[config.mk]
export PLATFORM = sky130hd
export DESIGN_NAME = header_chunk_loader
export DESIGN_NICKNAME = d
export VERILOG_FILES = /design/src/rtl/header_chunk_loader.sv
export SDC_FILE = /design/constraint.sdc
export NUM_CORES = 1
export LEC_CHECK = 0
export BUFFER_PORTS_ARGS = -buffer_cell sky130_fd_sc_hd__buf_2
export CAP_MARGIN = 5
export CORE_AREA = 2 2 263 265
export CTS_CLUSTER_DIAMETER = 40
export DETAILED_ROUTE_END_ITERATION = 10
export DIE_AREA = 0 0 265 267
export HOLD_SLACK_MARGIN = 0.03
export PLACE_DENSITY = 0.66
export SLEW_MARGIN = 40
export SYNTH_ARGS = -nofsm -noshare
export SYNTH_HDL_FRONTEND = slang
export SYNTH_SLANG_ARGS = --single-unit
[constraint.sdc]
create_clock -name clk -period 6.4 [get_ports clk]
set_clock_uncertainty 0.2 [all_clocks]
set_input_delay 0.32 -clock clk [delete_from_list [all_inputs] [get_ports clk]]
set_output_delay 0.32 -clock clk [all_outputs]
set_load 0.1 [all_outputs]
[src/rtl/header_chunk_loader.sv]
// Streams an 80-byte block header in as 32-bit words and assembles
// the 512-bit first chunk and 128-bit tail chunk for the SHA-256 core.
module header_chunk_loader #(
  parameter int WORD_W       = 32,
  parameter int HEADER_WORDS = 20,
  parameter int CHUNK1_WORDS = 16
) (
  input  logic                         clk,
  input  logic                         rst,
  input  logic [WORD_W-1:0]            word_in,
  input  logic                         word_valid,
  output logic                         word_ready,
  input  logic                         block_consume,
  input  logic                         flush,
  output logic [CHUNK1_WORDS*WORD_W-1:0] chunk1,
  output logic [(HEADER_WORDS-CHUNK1_WORDS)*WORD_W-1:0] chunk2,
  output logic                         block_ready,
  output logic [4:0]                   word_count
);

  localparam int CHUNK2_WORDS = HEADER_WORDS - CHUNK1_WORDS;
  localparam logic [4:0] LAST = 5'(HEADER_WORDS - 1);

  typedef enum logic {
    FILL = 1'b0,
    FULL = 1'b1
  } state_t;

  state_t     state;
  state_t     state_next;
  logic [4:0] count_next;
  logic       accept;

  always_ff @(posedge clk) begin
    if (rst) begin
      state      <= FILL;
      word_count <= 5'd0;
    end else begin
      state      <= state_next;
      word_count <= count_next;
    end
  end

  // flush outranks consume and acceptance; word_ready already folds it in
  always_comb begin
    state_next  = state;
    count_next  = word_count;
    word_ready  = (state == FILL) && !flush;
    block_ready = (state == FULL);
    accept      = word_valid && word_ready;
    if (flush) begin
      state_next = FILL;
      count_next = 5'd0;
    end else begin
      unique case (state)
        FILL: begin
          if (accept) begin
            count_next = word_count + 5'd1;
            if (word_count == LAST) state_next = FULL;
          end
        end
        FULL: begin
          if (block_consume) begin
            state_next = FILL;
            count_next = 5'd0;
          end
        end
        default: begin
          state_next = FILL;
          count_next = 5'd0;
        end
      endcase
    end
  end

  // Word k lands MSB-first: chunk1 holds words 0..15, chunk2 words 16..19
  always_ff @(posedge clk) begin
    if (rst) begin
      chunk1 <= '0;
      chunk2 <= '0;
    end else if (accept) begin
      for (int i = 0; i < CHUNK1_WORDS; i++) begin
        if (word_count == 5'(i))
          chunk1[(CHUNK1_WORDS-1-i)*WORD_W +: WORD_W] <= word_in;
      end
      for (int i = 0; i < CHUNK2_WORDS; i++) begin
        if (word_count == 5'(CHUNK1_WORDS + i))
          chunk2[(CHUNK2_WORDS-1-i)*WORD_W +: WORD_W] <= word_in;
      end
    end
  end

endmodule

After elaboration in Yosys (flattened, before gate mapping)
Cells that the tools add are included.

word-level totals
  bits in registers = 646
  input port bits = 37

operators by class
  add/subtract/negate cells = 1
  bitwise operators = 1
  mux-type cells = 7
  reduce and logical (&&, ||, !) cells = 26
  equal/unequal tests = 21

operator list
  operator                                        count
  AND reduction 2 bit                             21
  == test 5 x 4 -> 1 bit (second input constant)  8
  == test 5 x 3 -> 1 bit (second input constant)  4
  == test 5 bit (second input constant)           4
  == test 5 x 2 -> 1 bit (second input constant)  2
  two-way mux 5 bit                               2
  case mux 5 bit (2 select lines)                 1
  adder 5 x 1 -> 5 bit (second input constant)    1
  == test 5 x 1 -> 1 bit (second input constant)  1
  zero test 5 bit                                 1
  != test 2 bit (second input constant)           2
  two-way mux 1 bit                               3
  logical AND 1 bit                               2
  case mux 1 bit (2 select lines)                 1
  OR reduction 2 bit                              1
  zero test 1 bit                                 1
  inverter 1 bit                                  1

Logic depth before layout (Yosys ltp)
Gate-level depths: netlist of run 1.

  depth after elaboration = 5
  gate-level depth with buffers = 9
  depth with buffers taken out = 6

Least setup slack after synthesis of run 1
No wires, ideal clock.

  kind = register -> register
  from = register word_count[1]
  to = register chunk1[10]
  required time = 6130 ps
  stages on the path, launching flop included = 10
  setup slack = 3461 ps
  setup time = 70 ps
  period minus slack after synthesis = 2939 ps
  data arrival time = 2669 ps
  path buffers = 3
  path through = dfxtp_1 ha_1 clkbuf_1 and3_1 ha_1 nor4bb_1 clkbuf_1 clkbuf_1 nand2_1 a21oi_1

on the way
  cells in the longest elaborated chain, start to end = 2

ends and longest elaborated chain
  element                         RTL line  text
  start: declaration              18        output logic [4:0] word_count
  start signal: assignment        40        word_count <= count_next;
  == test 5 x 4 -> 1 bit          83        if (word_count == 5'(i))
  AND reduction 2 bit (no line)   n/a
  end signal: indexed assignment  84        chunk1[(CHUNK1_WORDS-1-i)*WORD_W +: WORD_W] <= word_in;
  end: declaration                15        output logic [CHUNK1_WORDS*WORD_W-1:0] chunk1,

No other way between the ends.
A chain may end at the register's enable or synchronous reset.

Final worst setup path of run 1
  from = register word_count[1]
  to = register chunk1[0]

The elaborated chain is that of the path after synthesis.

==> impl_metrics.json, run 1 <==
{
  "timing.final.crit_share": 0.523,
  "cts_resized": 0,
  "cts.sinks": 646,
  "io_pins": 684,
  "wl_per_cell_microns": 21.6,
  "r2r-start": "word_count[1]",
  "power.leakage_nw": 18.1,
  "cts_tree": "done",
  "drv_slew": 0,
  "end_kind": "flop",
  "place_area_sq_mm": 0.0290,
  "fill_cells": 6184,
  "r2r_slack_ps": 3050,
  "avgSynthCellArea_sq_um": 11.0,
  "outcome": "completed",
  "numCtsBuffers": 99,
  "post-route-min-period_ps": 3350,
  "syn_inst": 2272,
  "io_buffers": 683,
  "synth_cell_types": 33,
  "clockRootBuffer": "clkbuf_16",
  "setup_tns_ps": 0,
  "post_cts_buffers": 0,
  "dp_hpwl_microns": 55600,
  "die_w_microns": 265,
  "core_area_sq_mm": 0.0680,
  "drtIter0Drc": 1147,
  "critPathLaunchType": "flop",
  "synth_area_sq_mm": 0.0249,
  "worstSetupEndpoint": "chunk1[0]",
  "gp_congestion": 0.819,
  "die_h_microns": 267,
  "grt_max_degree": 227,
  "grt_pass1_wl_microns": 123000,
  "postLayoutCoreUtil": 0.488,
  "hold_viol_final": 0,
  "holdCritPathClass": "input port to flop",
  "row_count": 96,
  "vdd_ir_drop_max_mv": 0.241,
  "mostFrequentLayoutCell": "buf_2",
  "worstMarginPinSlew_ps": 815,
  "startpoint": "word_count[1]",
  "setup_viol": 0,
  "crit_type": "flop to flop",
  "clk_pin_slew_worst_paths_ps": 60,
  "grt-ovfl-total": 0,
  "fmax_mhz": 299,
  "initial_utilization": 0.367,
  "drt-vias-per-instance": 4.88,
  "track_usage": 0.229,
  "cap_viol_max_count": 0,
  "antenna-diode-count": 0,
  "hold_buffers": 55,
  "worstPathMaxFanout": 22,
  "drive_gt1_frac": 0.312,
  "routed_wl_microns": 84500,
  "cp.required_ps": 6730,
  "ys_warn_count": 0,
  "dieArea_sq_mm": 0.0708,
  "clock_latency_ps": 630,
  "relSlewSlack": 0.457,
  "ant_nets": 0,
  "rsz0062_at_grt": "no",
  "stdcell_area_sq_mm": 0.0332,
  "synth_nets": 2314,
  "cp.arrival_ps": 3670,
  "grt_antenna_before_repair": 1,
  "r2r_end": "chunk1[0]",
  "cts.path.max_buffers": 3,
  "firstDrtPassIters": 5,
  "final_cell_mix": "682 x buf_2, 646 x dfxtp_1, 629 x nand2b_1, 608 x mux2i_1, 101 x clkbuf_16",
  "synth_seq_area_share": 0.519,
  "dr_total_vias": 19000,
  "ys_ff_latch": 646,
  "h-tree-depth": 3,
  "p_per_area_mw_per_mm2": 307,
  "r2r_cells": 8,
  "synthToLayoutAreaGrowth_pct": 33.0,
  "drc": 0,
  "final_nets": 2979,
  "grt_pass1_vias": 19600
}
## per-stage QoR
step                setup slack [ps]  std cells  power [mW]  hold WS, ps
floorplan                       3460       2272        4.41          256
global route                    2890       3905        10.5          121
global placement                3180       3658        4.53          239
CTS                             3110       3904        10.3         71.0
finish                          3050       3905        10.2         86.7
detailed placement              3540       3662        4.53          243
## area by class of cell
type / count / area, sq um / area share
clock buffer: 119 / 2710 / 0.0816
sequential: 646 / 12900 / 0.390
clock inverter: 68 / 895 / 0.0270
timing repair buffer: 780 / 4390 / 0.132
multi-input combinational: 1406 / 11100 / 0.335
tap: 882 / 1100 / 0.0333
inverter: 4 / 15.0 / 0.000453
## worst max-delay path, cell delays in order, from the launching register on
cell and delay, ps:
dfxtp_1 420, ha_1 390, and3_1 210, ha_1 180
nand4bb_1 580, buf_4 480, nand2_1 100, a21oi_1 70
dlygate4sd3_1 600
## flip-flops by register name, indices dropped and copies added, names as in the netlist
register	flops
word_count	5
chunk2	128
chunk1	512
block_ready	1
## cells by family after synthesis
family,Yosys count,share of synthesized area
AOI/OAI and AO/OA,40,0.00843
buffers and inverters,220,0.0392
DFF,646,0.519
muxes,608,0.244
and+or+nand+nor,753,0.187
adders and majority gates,5,0.00251
## routing by layer
metal,vias to the layer above,wire length [microns],share of wire,track usage
met5,-,0,0,0
met4,0,3540,0.042,0.108
met2,689,41800,0.49,0.396
met3,209,5160,0.061,0.0553
met1,9350,34000,0.40,0.266
li1,8792,-,-,-
## report_power, final
part	switching, mW	internal (mW)	total (mW)
clock	2.11	3.60	5.71
sequential	0.00677	4.04	4.04
combinational	0.294	0.129	0.423
total	2.41	7.76	10.2
## how the worst min path moves through the flow
stage | depth (start not counted) | slack (ps) | startpoint | endpoint
floorplan | 2 | 260 | word_in[0] | chunk1[0]
detailed placement | 2 | 240 | chunk1[11] | chunk1[11]
finish | 3 | 90 | rst | chunk1[449]
CTS | 3 | 70 | rst | chunk1[60]
global placement | 2 | 240 | chunk1[11] | chunk1[11]
global route | 3 | 120 | rst | chunk1[449]
## cell usage after synthesis
library cell,instances,area share
o21ai_0,2,0.00040
nor3b_4,1,0.00075
a21oi_1,34,0.0068
mux2i_1,608,0.24
nor2_1,4,0.00060
nor4b_2,1,0.00060
ha_1,5,0.0025
or3_1,2,0.00050
and3b_1,1,0.00035
nor2b_1,4,0.0010
a21boi_0,2,0.00060
dfxtp_1,646,0.52
nand4bb_1,1,0.00045
nor4b_4,1,0.00095
nor2_2,1,0.00025
nand4_2,2,0.0010
inv_1,4,0.00060
a21boi_1,1,0.00030
clkbuf_2,4,0.00080
nand2b_1,641,0.16
nand4_4,1,0.00085
o21a_1,1,0.00030
buf_2,71,0.014
nand3_2,14,0.0056
buf_6,3,0.0014
nand3_1,4,0.00080
clkbuf_1,123,0.019
nor4bb_1,1,0.00040
and3_1,4,0.0010
buf_1,6,0.00090
or3b_1,1,0.00035
nand2_1,69,0.010
buf_4,9,0.0027
Note: power is estimated with default switching activity, not from simulation.
==> run 2, diff against run 1 <==
PLACE_DENSITY = 0.69   (was 0.66)
clock period = 2.97 ns   (was 6.4 ns; I/O delays follow)
==> impl_metrics.json, run 2 (synthesized netlist as in run 1, its figures left out) <==
{
  "outcome": "completed",
  "drt-vias-per-instance": 4.73,
  "post-route-min-period_ps": 2880,
  "cts.path.max_buffers": 3,
  "wl_met1_microns": 34700,
  "cp.arrival_ps": 3270,
  "fmax_mhz": 347,
  "grt_pass1_vias": 18800,
  "grt_pass1_wl_microns": 120000,
  "routed_wl_microns": 82300,
  "power.leakage_nw": 18.3,
  "final_cells": 3946,
  "setup_ws_ps": 88.2,
  "synthToLayoutAreaGrowth_pct": 34.4,
  "power_mw": 21.9,
  "cp_top_family": "buffers and inverters",
  "clk_pin_slew_worst_paths_ps": 60,
  "crit_type": "flop to flop",
  "dp_hpwl_microns": 53500,
  "rsz0062_at_grt": "no",
  "largest_reg_flops": 512,
  "cts_tree": "done",
  "end_kind": "flop",
  "grt-ovfl-total": 0,
  "slowest_delay_ps": 710,
  "clock_latency_ps": 640,
  "ant_nets": 0,
  "h-tree-depth": 3,
  "setup_viol": 0,
  "firstDrtPassIters": 5,
  "holdCritPathClass": "input port to flop",
  "post-place-ws_ps": 592,
  "relSlewSlack": 0.466,
  "p_per_area_mw_per_mm2": 653,
  "wl_per_cell_microns": 20.9,
  "stdcell_area_sq_mm": 0.0335,
  "place_area_sq_mm": 0.0292,
  "r2r_end": "chunk1[2]",
  "drv_slew": 0,
  "worstPathMaxFanout": 32,
  "min_path_cells": 4,
  "hp-start": "word_in[31]",
  "wl_met3_microns": 4250,
  "worstMarginPinSlew_ps": 800,
  "hold_viol_final": 0,
  "cp.required_ps": 3360,
  "critPathLaunchType": "flop",
  "row_count": 96,
  "min_to": "chunk2[95]",
  "r2r-start": "word_count[2]",
  "critPathBufInv": 2,
  "cap_viol_max_count": 0,
  "final_cell_mix": "682 x buf_2, 646 x dfxtp_1, 639 x nand2b_1, 608 x mux2i_1, 100 x clkbuf_16",
  "track_usage": 0.224,
  "startpoint": "word_count[2]",
  "dr_wl_met2_microns": 40100,
  "setup_tns_ps": 0,
  "timing.final.crit_share": 0.970,
  "largest_registers": "chunk1 (512), chunk2 (128), word_count (5)",
  "largest-register": "chunk1",
  "cpMaxStageDelayCell": "dfxtp_1",
  "cts.sinks": 646,
  "dieArea_sq_mm": 0.0708,
  "highest_layer": "met4",
  "r2r_cells": 7,
  "drc": 0,
  "io_buffers": 683,
  "r2r_slack_ps": 90,
  "numCtsBuffers": 99,
  "mostFrequentLayoutCell": "buf_2",
  "vdd_ir_drop_max_mv": 0.395,
  "dr_total_vias": 18700,
  "clockRootBuffer": "clkbuf_16",
  "die_w_microns": 265,
  "core_area_sq_mm": 0.0680,
  "drtIter0Drc": 945,
  "antenna-diode-count": 0,
  "post_cts_buffers": 0,
  "initial_utilization": 0.367,
  "crit_chain": "and3_1 -> ha_1 -> nor4bb_4 -> buf_6 -> nand2_1 -> a21oi_1 -> dlygate4sd3_1",
  "dp_cells": 3691,
  "drive_gt1_frac": 0.313,
  "gp_congestion": 0.805,
  "final_nets": 3022,
  "io_pins": 684,
  "grt_antenna_before_repair": 0,
  "die_h_microns": 267,
  "grt_max_degree": 154
}
-- run 2: changes by cell type in the layout (fill, tap and decap cells not counted), moves of 4 or more --
cell,change
dlygate4sd3_1,+15
clkinv_2,-7
nand2b_2,-9
buf_12,+4
nand2b_1,+10
buf_4,+24
clkbuf_8,+4
-- run 2: repair_timing --
action                                  4_1_cts  5_1_grt
endpoints found under the setup margin        0       32
gates resized for setup                       0        2
hold buffers                                 70        0
endpoints found under the hold margin       611        0
-- run 2: how the worst max path moves through the flow --
stage             endpoint  slack [ps]  cells past startpoint
2_1_floorplan   chunk1[10]          30                      9
4_1_cts         chunk1[12]          50                      8
3_3_place_gp   chunk1[203]         620                      5
3_5_place_dp   chunk1[203]         590                      6
6_report         chunk1[2]          90                      7
5_1_grt         chunk1[30]           9                      8
-- run 2: report_power, final --
group	switching, mW	internal (mW)
Clock	4.55	7.66
Sequential	0.0141	8.70
Combinational	0.639	0.292
Total	5.21	16.7
-- run 2: area by class of cell --
type                    count  area [sq um]
repair buffers            823          4780
inverters                   4          15.0
fillers                  6188         34500
clock buffers             123          2740
flip-flops and latches    646         12900
clock inverters            62           848
multi-input cells        1406         11100
well taps                 882          1100
-- run 2: worst register-to-register path: cells and delay by family (launching register included) --
kind	cells	cell delay [ps]
compound gates	1	180
fa+ha+maj	1	180
buf+inv	2	910
flops	1	710
simple gates	3	650
-- run 2: metal layers --
layer  up-vias  global-route usage
met3       190              0.0467
li1       8893                   -
met1      8982               0.272
met4         0               0.106
met5         -                   0
met2       585               0.381
-- run 2: metrics by stage --
step | util | hold WS [ps]
6_report | 0.493 | 225
5_1_grt | 0.493 | 229
4_1_cts | 0.492 | 182
3_5_place_dp | 0.429 | 209
3_3_place_gp | 0.429 | 205
2_1_floorplan | - | 84.5
==> run 3, diff against run 2 <==
BUFFER_PORTS_ARGS = -buffer_cell sky130_fd_sc_hd__buf_4   (was -buffer_cell sky130_fd_sc_hd__buf_2)
==> impl_metrics.json, run 3 (synthesized netlist as in run 1, its figures left out) <==
{
  "cp.required_ps": 3320,
  "wl_per_cell_microns": 21.6,
  "die_w_microns": 265,
  "cap_viol_max_count": 0,
  "stdcell_area_sq_mm": 0.0348,
  "final_cell_mix": "736 x buf_4, 646 x dfxtp_1, 639 x nand2b_1, 608 x mux2i_1, 97 x clkbuf_16",
  "dr_total_vias": 19000,
  "gp_congestion": 0.837,
  "worstPathMaxFanout": 32,
  "io_buffers": 683,
  "vdd_ir_drop_max_mv": 0.384,
  "drive_gt1_frac": 0.310,
  "post_cts_buffers": 0,
  "row_count": 96,
  "p_per_area_mw_per_mm2": 603,
  "largest_registers": "chunk1 (512), chunk2 (128), word_count (5)",
  "synthToLayoutAreaGrowth_pct": 39.8,
  "holdCritPathClass": "input port to flop",
  "fmax_mhz": 361,
  "mostFrequentLayoutCell": "buf_4",
  "drv_slew": 0,
  "crit_type": "flop to flop",
  "grt_pass1_wl_microns": 124000,
  "r2r_end": "chunk1[1]",
  "rsz0062_at_grt": "no",
  "core_area_sq_mm": 0.0680,
  "crit_chain": "and3_1 -> ha_1 -> nor4bb_4 -> buf_6 -> nand2_1 -> dlygate4sd3_1 -> a21oi_1",
  "clock_latency_ps": 620,
  "worstMarginPinSlew_ps": 758,
  "cts.path.max_buffers": 3,
  "drt-vias-per-instance": 4.84,
  "numCtsBuffers": 95,
  "track_usage": 0.231,
  "power.leakage_nw": 17.9,
  "cp_top_family": "buffers and inverters",
  "largest_reg_flops": 512,
  "drc": 0,
  "end_kind": "flop",
  "timing.final.crit_share": 0.934,
  "worstSetupEndpoint": "chunk1[1]",
  "final_nets": 3012,
  "hold_viol_final": 0,
  "dp_hpwl_microns": 56700,
  "initial_utilization": 0.367,
  "worst-path-stages": 7,
  "slowest_delay_ps": 700,
  "grt_pass1_vias": 19800,
  "ant_nets": 0,
  "largest-register": "chunk1",
  "cts.sinks": 646,
  "firstDrtPassIters": 5,
  "clk_pin_slew_worst_paths_ps": 60,
  "io_pins": 684,
  "r2r-start": "word_count[3]",
  "outcome": "completed",
  "relSlewSlack": 0.495,
  "routed_wl_microns": 85100,
  "setup_tns_ps": 0,
  "startpoint": "word_count[3]",
  "dieArea_sq_mm": 0.0708,
  "grt-ovfl-total": 0,
  "r2r_cells": 7,
  "cpMaxStageDelayCell": "dfxtp_1",
  "post-route-min-period_ps": 2770,
  "clockRootBuffer": "clkbuf_16",
  "h-tree-depth": 3,
  "dp_cells": 3685,
  "setup_viol": 0,
  "place_area_sq_mm": 0.0308,
  "grt_max_degree": 127,
  "cp.arrival_ps": 3120,
  "die_h_microns": 267,
  "critPathLaunchType": "flop",
  "antenna-diode-count": 0,
  "r2r_slack_ps": 200,
  "grt_antenna_before_repair": 0,
  "whs_ps": 227,
  "critPathBufInv": 2,
  "drtIter0Drc": 1032,
  "final_cells": 3933,
  "cts_tree": "done"
}
run 3: metrics by stage:
step	setup WS [ps]	total power, mW	utilization
6_report	197	21.0	0.512
3_3_place_gp	466	9.80	0.453
4_1_cts	135	21.2	0.512
5_1_grt	52.6	21.6	0.512
2_1_floorplan	30.7	9.50	-
3_5_place_dp	516	9.81	0.454
run 3: what timing repair did:
item	in CTS	in global routing
hold buffers	69	0
endpoints found under the setup margin	0	27
endpoints found under the hold margin	609	0
resized for setup	0	2
run 3: per-layer routing:
layer,wire length (microns),global-route usage
met3,4660,0.0454
met5,0,0
met1,34300,0.267
met2,41600,0.399
met4,4520,0.132
run 3: power breakdown:
part           internal (mW)  switching (mW)  total (mW)  leakage, nW
clock network           6.94            4.39        11.3         1.57
registers               8.70          0.0167        8.72         5.20
logic                  0.319           0.633       0.952         11.1
total                   16.0            5.04        21.0         17.9
run 3: worst min path at each step:
stage	start	to	slack [ps]	depth (start not counted)
after floorplan	word_in[0]	chunk1[0]	80	2
after global placement	word_in[24]	chunk1[24]	210	3
after detailed placement	word_in[31]	chunk1[31]	220	3
after CTS	word_in[7]	chunk2[7]	180	4
after global routing	word_in[31]	chunk2[31]	220	4
final	word_in[7]	chunk2[7]	230	4
run 3: area by class of cell:
| cell class | count | area [sq um] |
|---|---|---|
| fill | 5965 | 33100 |
| tap | 882 | 1100 |
| multi-input combinational | 1406 | 11100 |
| clock buffer | 115 | 2580 |
| sequential | 646 | 12900 |
| clock inverter | 63 | 699 |
| timing repair buffer | 817 | 6440 |
| inverter | 4 | 15.0 |
run 3: worst reg2reg max path, delay by kind of cell, from the launching register on:
kind                       cells  cell delay [ps]
buffers and inverters          2              890
and+or+nand+nor                3              590
adders and majority gates      1              180
AOI/OAI and AO/OA              1              160
DFF                            1              700
